<file path="config.mk">
export PLATFORM = sky130hd
export DESIGN_NAME = seq_divider_16by8
export DESIGN_NICKNAME = d
export VERILOG_FILES = /design/src/rtl/mac_pkg.sv /design/src/rtl/bk_sub_16.sv /design/src/rtl/seq_divider_16by8.sv
export SDC_FILE = /design/constraint.sdc
export NUM_CORES = 1
export LEC_CHECK = 0
export CORE_AREA = 10 10 111 113
export DETAILED_ROUTE_END_ITERATION = 8
export DIE_AREA = 0 0 121 123
export GPL_TIMING_DRIVEN = 0
export PLACE_DENSITY = 0.59
export SYNTH_ARGS = -nofsm -noshare
export SYNTH_HDL_FRONTEND = slang
export SYNTH_SLANG_ARGS = --single-unit
export TNS_END_PERCENT = 1
</file>
<file path="constraint.sdc">
create_clock -name clk -period 2.7 [get_ports clk]
set_input_delay 0.675 -clock clk [delete_from_list [all_inputs] [get_ports clk]]
set_output_delay 0.675 -clock clk [all_outputs]
set_load 0.05 [all_outputs]
</file>
<file path="src/rtl/mac_pkg.sv">
// Shared types and constants for the MAC datapath family, including the
// sequential divider's state encoding and divide-by-zero result.
package mac_pkg;

    typedef enum logic [1:0] {
        DIV_ST_IDLE = 2'd0,
        DIV_ST_RUN  = 2'd1,
        DIV_ST_DONE = 2'd2
    } div_state_t;

    localparam logic [15:0] DIV_ZERO_QUOT = 16'hFFFF;

    // Width of the shared prefix subtractor; divider operands are zero-extended to it.
    localparam int SUB_W = 16;

endpackage

</file>
<file path="src/rtl/bk_sub_16.sv">
// 16-bit Brent-Kung subtractor: a + ~b + 1 through a prefix carry network.
// borrow_n is the carry out, high when a >= b (no borrow).
module bk_sub_16 (
    input  logic [15:0] a,
    input  logic [15:0] b,
    output logic [15:0] diff,
    output logic        borrow_n
);

    always_comb begin
        logic [15:0] bn;
        logic [15:0] p;
        logic [15:0] gp;
        logic [15:0] pp;

        bn = ~b;
        p  = a ^ bn;
        gp = a & bn;
        pp = p;
        // Fold cin=1 into bit 0 so every prefix group ending at bit 0 includes it.
        gp[0] = gp[0] | p[0];

        for (int d = 1; d < 16; d = d * 2) begin
            for (int i = 2 * d - 1; i < 16; i = i + 2 * d) begin
                gp[i] = gp[i] | (pp[i] & gp[i - d]);
                pp[i] = pp[i] & pp[i - d];
            end
        end

        for (int d = 4; d >= 1; d = d / 2) begin
            for (int i = 3 * d - 1; i < 16; i = i + 2 * d) begin
                gp[i] = gp[i] | (pp[i] & gp[i - d]);
            end
        end

        diff     = p ^ {gp[14:0], 1'b1};
        borrow_n = gp[15];
    end

endmodule

</file>
<file path="src/rtl/seq_divider_16by8.sv">
// Sequential restoring divider: DW-bit / VW-bit unsigned, one quotient bit
// per cycle, using the shared Brent-Kung subtractor for each trial subtraction.
module seq_divider_16by8 #(
    parameter int DW = 16,
    parameter int VW = 8
) (
    input  logic          clk,
    input  logic          rst,
    input  logic          start,
    input  logic [DW-1:0] dividend,
    input  logic [VW-1:0] divisor,
    output logic          busy,
    output logic          done,
    output logic [DW-1:0] quotient,
    output logic [VW-1:0] remainder,
    output logic          div_zero
);
    import mac_pkg::*;

    localparam int CW = $clog2(DW);

    div_state_t    state, state_nxt;
    logic [DW-1:0] dvd_q;
    logic [DW-1:0] quo_sr;
    logic [VW-1:0] dvs_q;
    logic [VW:0]   rem_q;
    logic [CW-1:0] cnt_q;

    logic [VW:0]      trial;
    logic [VW:0]      rem_nxt;
    logic [SUB_W-1:0] sub_a, sub_b, sub_diff;
    logic             no_borrow;
    logic             unused_bits;

    assign trial = {rem_q[VW-1:0], dvd_q[DW-1]};
    assign sub_a = SUB_W'(trial);
    assign sub_b = SUB_W'(dvs_q);

    bk_sub_16 u_sub (
        .a        (sub_a),
        .b        (sub_b),
        .diff     (sub_diff),
        .borrow_n (no_borrow)
    );

    assign rem_nxt = no_borrow ? sub_diff[VW:0] : trial;

    // R never exceeds the divisor, so its top bit and the upper difference bits carry no information.
    assign unused_bits = ^{sub_diff[SUB_W-1:VW+1], rem_q[VW]};

    assign busy = (state != DIV_ST_IDLE);
    assign done = (state == DIV_ST_DONE);

    // NOTE: state registers use non-blocking assignments so every flop samples pre-edge values.
    always_ff @(posedge clk) begin
        if (rst) state <= DIV_ST_IDLE;
        else     state <= state_nxt;
    end

    // NOTE: next-state defaults to the current state first so no path leaves it unassigned (no latch).
    always_comb begin
        state_nxt = state;
        unique case (state)
            DIV_ST_IDLE: if (start) state_nxt = (divisor == '0) ? DIV_ST_DONE : DIV_ST_RUN;
            DIV_ST_RUN:  if (cnt_q == '0) state_nxt = DIV_ST_DONE;
            DIV_ST_DONE: state_nxt = DIV_ST_IDLE;
            default:     state_nxt = DIV_ST_IDLE;
        endcase
    end

    always_ff @(posedge clk) begin
        if (rst) begin
            dvd_q     <= '0;
            dvs_q     <= '0;
            rem_q     <= '0;
            quo_sr    <= '0;
            cnt_q     <= '0;
            quotient  <= '0;
            remainder <= '0;
            div_zero  <= 1'b0;
        end else begin
            unique case (state)
                DIV_ST_IDLE: begin
                    if (start) begin
                        dvd_q  <= dividend;
                        dvs_q  <= divisor;
                        rem_q  <= '0;
                        quo_sr <= '0;
                        cnt_q  <= CW'(DW - 1);
                        if (divisor == '0) begin
                            quotient  <= DW'(DIV_ZERO_QUOT);
                            remainder <= dividend[VW-1:0];
                            div_zero  <= 1'b1;
                        end
                    end
                end
                DIV_ST_RUN: begin
                    rem_q  <= rem_nxt;
                    quo_sr <= {quo_sr[DW-2:0], no_borrow};
                    dvd_q  <= {dvd_q[DW-2:0], 1'b0};
                    cnt_q  <= cnt_q - 1'b1;
                    if (cnt_q == '0) begin
                        quotient  <= {quo_sr[DW-2:0], no_borrow};
                        remainder <= rem_nxt[VW-1:0];
                        div_zero  <= 1'b0;
                    end
                end
                default: ;
            endcase
        end
    end

endmodule

</file>
==> results list, run 1 <==
- For this run, the post-layout net count is 507.
* Delay contributed by the slowest stage of the critical path: 0.40 ns
- Worst Min Path Start: dvs_q[4]
- Headroom to the max-slew limit came out at 0.498.
* Cell depth of the worst flop-to-flop path: 9
* Portion of synthesized cell area occupied by the leading cell type: 0.453
- Worst R2R Setup Slack: 0.17 ns
- Summed over all failing endpoints, the final setup total negative slack is 0 ns.
- For this block, the initial DRC count from the detailed router was 202.
- The area growth from synthesis to layout is 26.4%.
- Slew at the pin with the worst max-slew slack: 0.750 ns
* Average instance area after synthesis: 8.51 um^2
* Gate power share: 0.233
- Of the total power, registers draw 0.435.
- Fraction of synthesis flops using an asynchronous set or reset pin: 0
- Antenna violations before repair: 0
- Maximum root-to-sink buffer count: 2
- Global routing finished with a remaining overflow of 0.
- Share of the cycle needed by the critical path after routing: 0.938
* Routability-driven placement congestion ratio: 0.782
* Top FF cell, synth: sky130_fd_sc_hd__dfxtp_1
- Highest attainable clock frequency: 395 MHz
- Clock network fraction of design power: 0.332
* Post-CTS setup buffer count: 0
- The floorplan step defined a core boundary enclosing 10100 um^2.
- Root Buffer Master: sky130_fd_sc_hd__clkbuf_8
- On the critical path the largest part of the delay comes from adder cells.
- STA classifies the critical path endpoint as a register.
- DRC: 0
- Grt met2 use: 0.199
- CTS tree: built
- In the global route stage, met3 resource usage came out at 0.0255.
- WP data required: 2.95 ns
- Count of yosys warnings during synthesis: 0
- Yosys reg bits: 78
* Hold Crit Class: reg2reg
- Net count after synthesis: 444
- Worst R2R End: remainder[6]
* Number of placed I/O pins: 54
- Setup repair after global routing missed its margin: no
* Outcome: finished, final reports clean
* Wire length of the first global-routing pass: 15300 um
- Ranked by total cell area, the synthesized netlist is headed by sky130_fd_sc_hd__dfxtp_1, sky130_fd_sc_hd__nor2_1, sky130_fd_sc_hd__nand2_1.
* Vias in the first global route: 3051
- The worst register-to-register path begins at dvd_q[15].
- Total internal power: 2.02 mW
- Total number of clock tree sinks: 78
- Rows: 37
* Leakage power: 1.65 nW
- Wire length after detailed routing: 9150 um
* Port bufs: 52
- Power spent charging and discharging nets: 0.918 mW
- Dividing the detail-routed via count by the number of cells gives 4.96.
- Counting flops with a built-in enable in the synthesized netlist gives 0.
* Fin crit period: 2.53 ns
- Min-Delay Endpoint: dvs_q[4]
* Total track usage: 0.127
- Met1 layer usage reported by global route: 0.165
* Largest area contributor in the synthesized netlist: sky130_fd_sc_hd__dfxtp_1
- Clock tree synthesis inserted a total of 9 buffers.
* Total of endpoints with negative setup slack in the final report: 0
- Critical setup path kind: reg2reg
- Critical path cell sequence: inv_1 -> ha_1 -> fa_1 -> nand2b_1 -> a21oi_1 -> nand2b_1 -> fa_1 -> mux2_2 -> o21a_1
- The layer flagged by global routing as most heavily used is met2.
- The detailed router placed 3020 vias in this run.
* Average wire per standard cell: 15.0 um
- Worst Hold Slack: 0.458 ns
* Floorplan die area: 14900 um^2
- Of the cells placed in the final design, the portion with a size suffix greater than 1 is 0.0803.
* Arrival time at the worst endpoint: 2.78 ns
- In this run the number of H-tree levels came out at 3.
- The die is 121 um wide.
- The mapped netlist covers 3440 um^2.
- The synthesized netlist contains 41 unique library cells.
- The slowest stage of the critical path is the sky130_fd_sc_hd__fa_1 cell.
- Worst supply voltage drop on vdd: 0.000200 V
- Crit path buffers/inverters: 1
* Hold buffer count at cts: 0
* Initial core utilization: 0.340
- Maximum number of pins on one net before global-route repair: 15
* Inserted Diodes: 0
- The worst hold path was traced through 2 stages.
- After clock tree synthesis, the clock-pin slew on the worst setup and hold paths is 0.08 ns.
- For the worst-skew pair, the clock arrives at the later sink with an insertion delay of 0.35 ns.
* Detailed placer's ending HPWL: 6910 um
- Proportion of total power due to net switching: 0.313
* Post-synthesis sequential area ratio: 0.453
* Leading cell type in the layout, fill and taps excluded: sky130_fd_sc_hd__dfxtp_1
- The number of pins exceeding their max-slew limit in the final report is 0.
* Final Hold Viols: 0
- Routed Antenna Nets: 0
* Number of maximum-capacitance constraint violations: 0
- Commonest cells after routing, fill and taps aside: sky130_fd_sc_hd__dfxtp_1, sky130_fd_sc_hd__nor2_1, sky130_fd_sc_hd__nand2_1, sky130_fd_sc_hd__clkdlybuf4s50_1, sky130_fd_sc_hd__a21oi_1
- Across the routed clock network, the largest skew measured is 0.00657 ns.
* Top fanout value on the critical path: 3
* Quantity of gates resized following cts: 0
- Die Ht: 123 um
- In the synthesized netlist, the number of instances is 405.
- Number of optimization iterations in the first detailed-route pass: 5
- Startpoint type of the worst setup path: register
- Pwr dens: 674 nW/um^2
## final cells by class
type | instances | area (um^2)
fillers | 1032 | 5780
multi-input cells | 285 | 1700
flip-flops and latches | 78 | 1560
repair buffers | 52 | 520
well taps | 136 | 170
plain buffers | 31 | 145
clock buffers | 9 | 124
clock inverters | 7 | 96.3
inverters | 11 | 41.3
## metrics by stage
step / cell area (um^2) / cells / util / total power, mW / setup slack [ns]
final: 4360 / 609 / 0.430 / 2.94 / 0.167
after global routing: 4360 / 609 / 0.430 / 3.09 / 0.0419
after CTS: 4360 / 609 / 0.430 / 2.97 / 0.172
after detailed placement: 4140 / 593 / 0.408 / 1.99 / 0.0552
after global placement: 4140 / 593 / 0.408 / 1.98 / 0.0645
after floorplan: 3440 / 405 / - / 1.78 / 0.382
## worst register-to-register path, cell delays in order, from the launching register on
cell and delay [ns]:
sky130_fd_sc_hd__dfxtp_1 0.35, sky130_fd_sc_hd__inv_1 0.08, sky130_fd_sc_hd__ha_1 0.21, sky130_fd_sc_hd__fa_1 0.39, sky130_fd_sc_hd__nand2b_1 0.18, sky130_fd_sc_hd__a21oi_1 0.20
sky130_fd_sc_hd__nand2b_1 0.15, sky130_fd_sc_hd__fa_1 0.40, sky130_fd_sc_hd__mux2_2 0.29, sky130_fd_sc_hd__o21a_1 0.18
## registers in the layout, indices dropped and copies added (netlist names)
register and flops:
dvd_q 16, quotient 16, quo_sr 15, dvs_q 8, rem_q 8, remainder 8
cnt_q 4, state 2, div_zero 1
## kinds of logic after synthesis
logic type | count (synthesis) | share of synthesized area
buffers and inverters | 42 | 0.0541
multiplexers | 6 | 0.0182
XOR/XNOR | 3 | 0.00763
adder cells (fa/ha/maj) | 12 | 0.0523
AO/OA/AOI/OAI | 105 | 0.219
AND/OR/NAND/NOR | 159 | 0.196
flip-flops | 78 | 0.453
## layer usage
metal	vias to the layer above	part of all wire	routed length, um
li1	1535	-	-
met3	14	0.049	452
met1	1416	0.47	4320
met4	0	0.020	187
met5	-	0	0
met2	55	0.46	4190
## Yosys cell counts, types with 2 or more instances
master	count
sky130_fd_sc_hd__dfxtp_1	78
sky130_fd_sc_hd__nor2_1	76
sky130_fd_sc_hd__nand2_1	55
sky130_fd_sc_hd__a21oi_1	21
sky130_fd_sc_hd__a211oi_1	19
sky130_fd_sc_hd__a22oi_1	15
sky130_fd_sc_hd__a311oi_1	15
sky130_fd_sc_hd__buf_2	11
sky130_fd_sc_hd__clkbuf_1	11
sky130_fd_sc_hd__inv_1	11
sky130_fd_sc_hd__o21a_1	9
sky130_fd_sc_hd__o21ai_0	9
sky130_fd_sc_hd__ha_1	8
sky130_fd_sc_hd__nand3_1	8
sky130_fd_sc_hd__nand2b_1	7
sky130_fd_sc_hd__buf_1	6
sky130_fd_sc_hd__fa_1	4
sky130_fd_sc_hd__mux2i_1	4
sky130_fd_sc_hd__nor2b_1	4
sky130_fd_sc_hd__xor2_1	3
sky130_fd_sc_hd__a22o_1	2
sky130_fd_sc_hd__a31oi_1	2
sky130_fd_sc_hd__buf_4	2
sky130_fd_sc_hd__mux2_2	2
sky130_fd_sc_hd__nand3b_1	2
sky130_fd_sc_hd__nor4_1	2
sky130_fd_sc_hd__o21ba_1	2
sky130_fd_sc_hd__o22a_1	2
sky130_fd_sc_hd__o22ai_1	2
sky130_fd_sc_hd__o2bb2ai_1	2
## power groups by stage
stage	Combinational (mW)	Sequential, mW	Clock, mW
global route	0.760	1.29	1.04
detailed placement	0.689	1.30	0
floorplan	0.410	1.37	0
global placement	0.678	1.30	0
CTS	0.692	1.28	1.00
finish	0.684	1.28	0.975
## how the worst max path moves through the flow
stage,start,to,slack (ns),depth (start not counted)
6_report,dvd_q[15],remainder[6],0.17,9
2_1_floorplan,dvd_q[15],remainder[6],0.38,9
4_1_cts,dvd_q[15],remainder[6],0.17,9
5_1_grt,dvd_q[15],remainder[6],0.04,9
3_5_place_dp,divisor[4],remainder[0],0.06,7
3_3_place_gp,start,remainder[0],0.06,7
Power figures use the tool's default switching activity.
==> run 2, diff against run 1 <==
- GPL_TIMING_DRIVEN: 0 -> unset
==> results list, run 2 (synthesis gave the netlist of run 1 again) <==
- The total number of clock tree sinks is 78 (unchanged).
- The hold buffer count at cts is 0 (unchanged).
- The die height came to 123 um (unchanged).
- Leakage power: 1.62 nW (-1.9%)
- Quantity of gates resized following cts: 0 (unchanged)
- The post-detailed-placement cell area was 4090 um^2 (-1.2%).
* Routability-driven placement congestion ratio: 0.817 (+4.4%)
- The power consumption came to 2.95 mW (+0.44%).
* Worst supply voltage drop on vdd: 0.000303 V (+51%)
- Clock latency reported for the late side of the worst-skew pair: 0.36 ns (about the same)
- Fin crit period: 2.60 ns (+0.0644 ns)
- Worst R2R Setup Slack: 0.19 ns (+0.02 ns)
* Number of optimization iterations in the first detailed-route pass: 5 (unchanged)
- The core area is 10100 um^2 (unchanged).
- The final-stage net count is 487 (-3.9%).
* Pwr dens: 684 nW/um^2 (+1.4%)
- Outcome: finished, final reports clean
- Wire length after detailed routing: 8460 um (-7.5%)
- Highest attainable clock frequency: 385 MHz (-2.5%)
- The number of maximum-capacitance constraint violations came to 0 (unchanged).
- The worst setup path is captured at an output pin.
- Rows: 37 (unchanged)
- The count of port buffers added during placement was 53 (+1.9%).
* Slew at the pin with the worst max-slew slack: 0.683 ns (-0.0670 ns)
- The total DRC errors in the routed layout is 0 (unchanged).
* Worst Hold Slack: 0.459 ns (+0.0000590 ns)
- The number of antenna violations at the first check in global routing is 0 (unchanged).
* Setup WS pre-CTS: 0.187 ns (+0.132 ns)
* Root Buffer Master: sky130_fd_sc_hd__clkbuf_8
* Hold Crit Class: reg2reg
* Total of endpoints with negative setup slack in the final report: 0 (unchanged)
- The largest registers in the layout are dvd_q x16, quotient x16, quo_sr x15.
- The library cell used most frequently in the layout, excluding fill and tap cells, is sky130_fd_sc_hd__dfxtp_1.
* Critical setup path kind: reg2out
- The clock input transition at the sequential cells of the worst setup and hold paths is 0.08 ns (about the same).
- The portion of the clock cycle consumed by the worst path in the final layout is 0.962 (+0.0239).
- The antenna violation net count after detailed routing is 0 (unchanged).
* Detailed placer's ending HPWL: 6060 um (-12%)
- Setup repair after global routing left no endpoint under its margin.
- The total grt overflow is 0 (unchanged).
- The first-pass GRT wire length was 14000 um (-8.5%).
- Via density per instance: 4.98 (+0.35%)
- Maximum number of pins on one net before global-route repair: 53 (+38)
- The antenna diode count was 0 (unchanged).
* Initial core utilization: 0.340 (unchanged)
* WP data required: 2.03 ns (-0.92 ns)
* Area overhead of the layout relative to synthesis: 25.3%
- Post-Place Cells: 573 (-3.4%)
* Total negative slack for setup checks: 0 ns (unchanged)
- Number of placed I/O pins: 54 (unchanged)
* Final Hold Viols: 0 (unchanged)
* Commonest cells after routing, fill and taps aside: sky130_fd_sc_hd__dfxtp_1, sky130_fd_sc_hd__nor2_1, sky130_fd_sc_hd__nand2_1, sky130_fd_sc_hd__clkdlybuf4s50_1, sky130_fd_sc_hd__a21oi_1
* Fin area: 4320 um^2 (-0.92%)
* Top fanout value on the critical path: 10 (+7)
- Arrival time at the worst endpoint: 1.92 ns (-0.86 ns)
- Floorplan die area: 14900 um^2 (unchanged)
- The filler-free cell count of the finished design was 589 (-3.3%).
- STA classifies the critical path startpoint as a register.
- The routed wire length per instance is 14.4 um (-4.4%).
- Number of H-tree levels: 3 (unchanged)
- Iteration-0 DRC Markers: 231 (+14%)
* Final clock skew: 0.00692 ns (+0.000349 ns)
- The number of global-route vias before repair came to 2784 (-8.8%).
- Max Transition Viols Final: 0 (unchanged)
* Relative slew slack: 0.543 (+0.0449)
- The clock buffer count from CTS came to 9 (unchanged).
* Maximum root-to-sink buffer count: 2 (unchanged)
- The final core utilization came to 0.426 (-0.00395).
* X dimension of the die: 121 um (unchanged)
- The final critical-path setup slack is 0.103 ns (-0.0644 ns).
* Vias: 2931 (-2.9%)
- TritonCTS built the clock tree.
- Total track usage: 0.115 (-0.0113)
* Post-CTS setup buffer count: 0 (unchanged)
- Fraction of layout cells with a size suffix above 1: 0.0795 (-0.000868)
-- run 2: per-layer routing --
metal / global-route usage / part of all wire / up-vias
li1: - / - / 1485
met1: 0.147 / 0.48 / 1367
met2: 0.179 / 0.45 / 65
met3: 0.0283 / 0.048 / 14
met4: 0.0566 / 0.023 / 0
met5: 0 / 0 / -
-- run 2: cell type report --
cell class              instances  area [um^2]
clock buffers                  10          138
clock inverters                 6         92.6
fillers                      1007         5820
inverters                      11         41.3
multi-input cells             285         1700
flip-flops and latches         78         1560
well taps                     136          170
repair buffers                 63          613
-- run 2: worst paths after layout --
path,to,start,cells after the start
setup / recovery,done,state[1],2
hold / removal,dvs_q[3],dvs_q[3],2
setup reg to reg,remainder[6],dvd_q[15],9
hold reg to reg,dvs_q[3],dvs_q[3],2
-- run 2: critical path: stages (launching register included) --
cell                              delay, ns
sky130_fd_sc_hd__dfxtp_1               0.57
sky130_fd_sc_hd__nor2b_1               0.18
sky130_fd_sc_hd__clkdlybuf4s50_1       0.82
-- run 2: power breakdown --
part	total [mW]	internal [mW]	switching, mW
clock network	1.00	0.552	0.452
registers	1.28	1.23	0.0540
logic	0.664	0.266	0.398
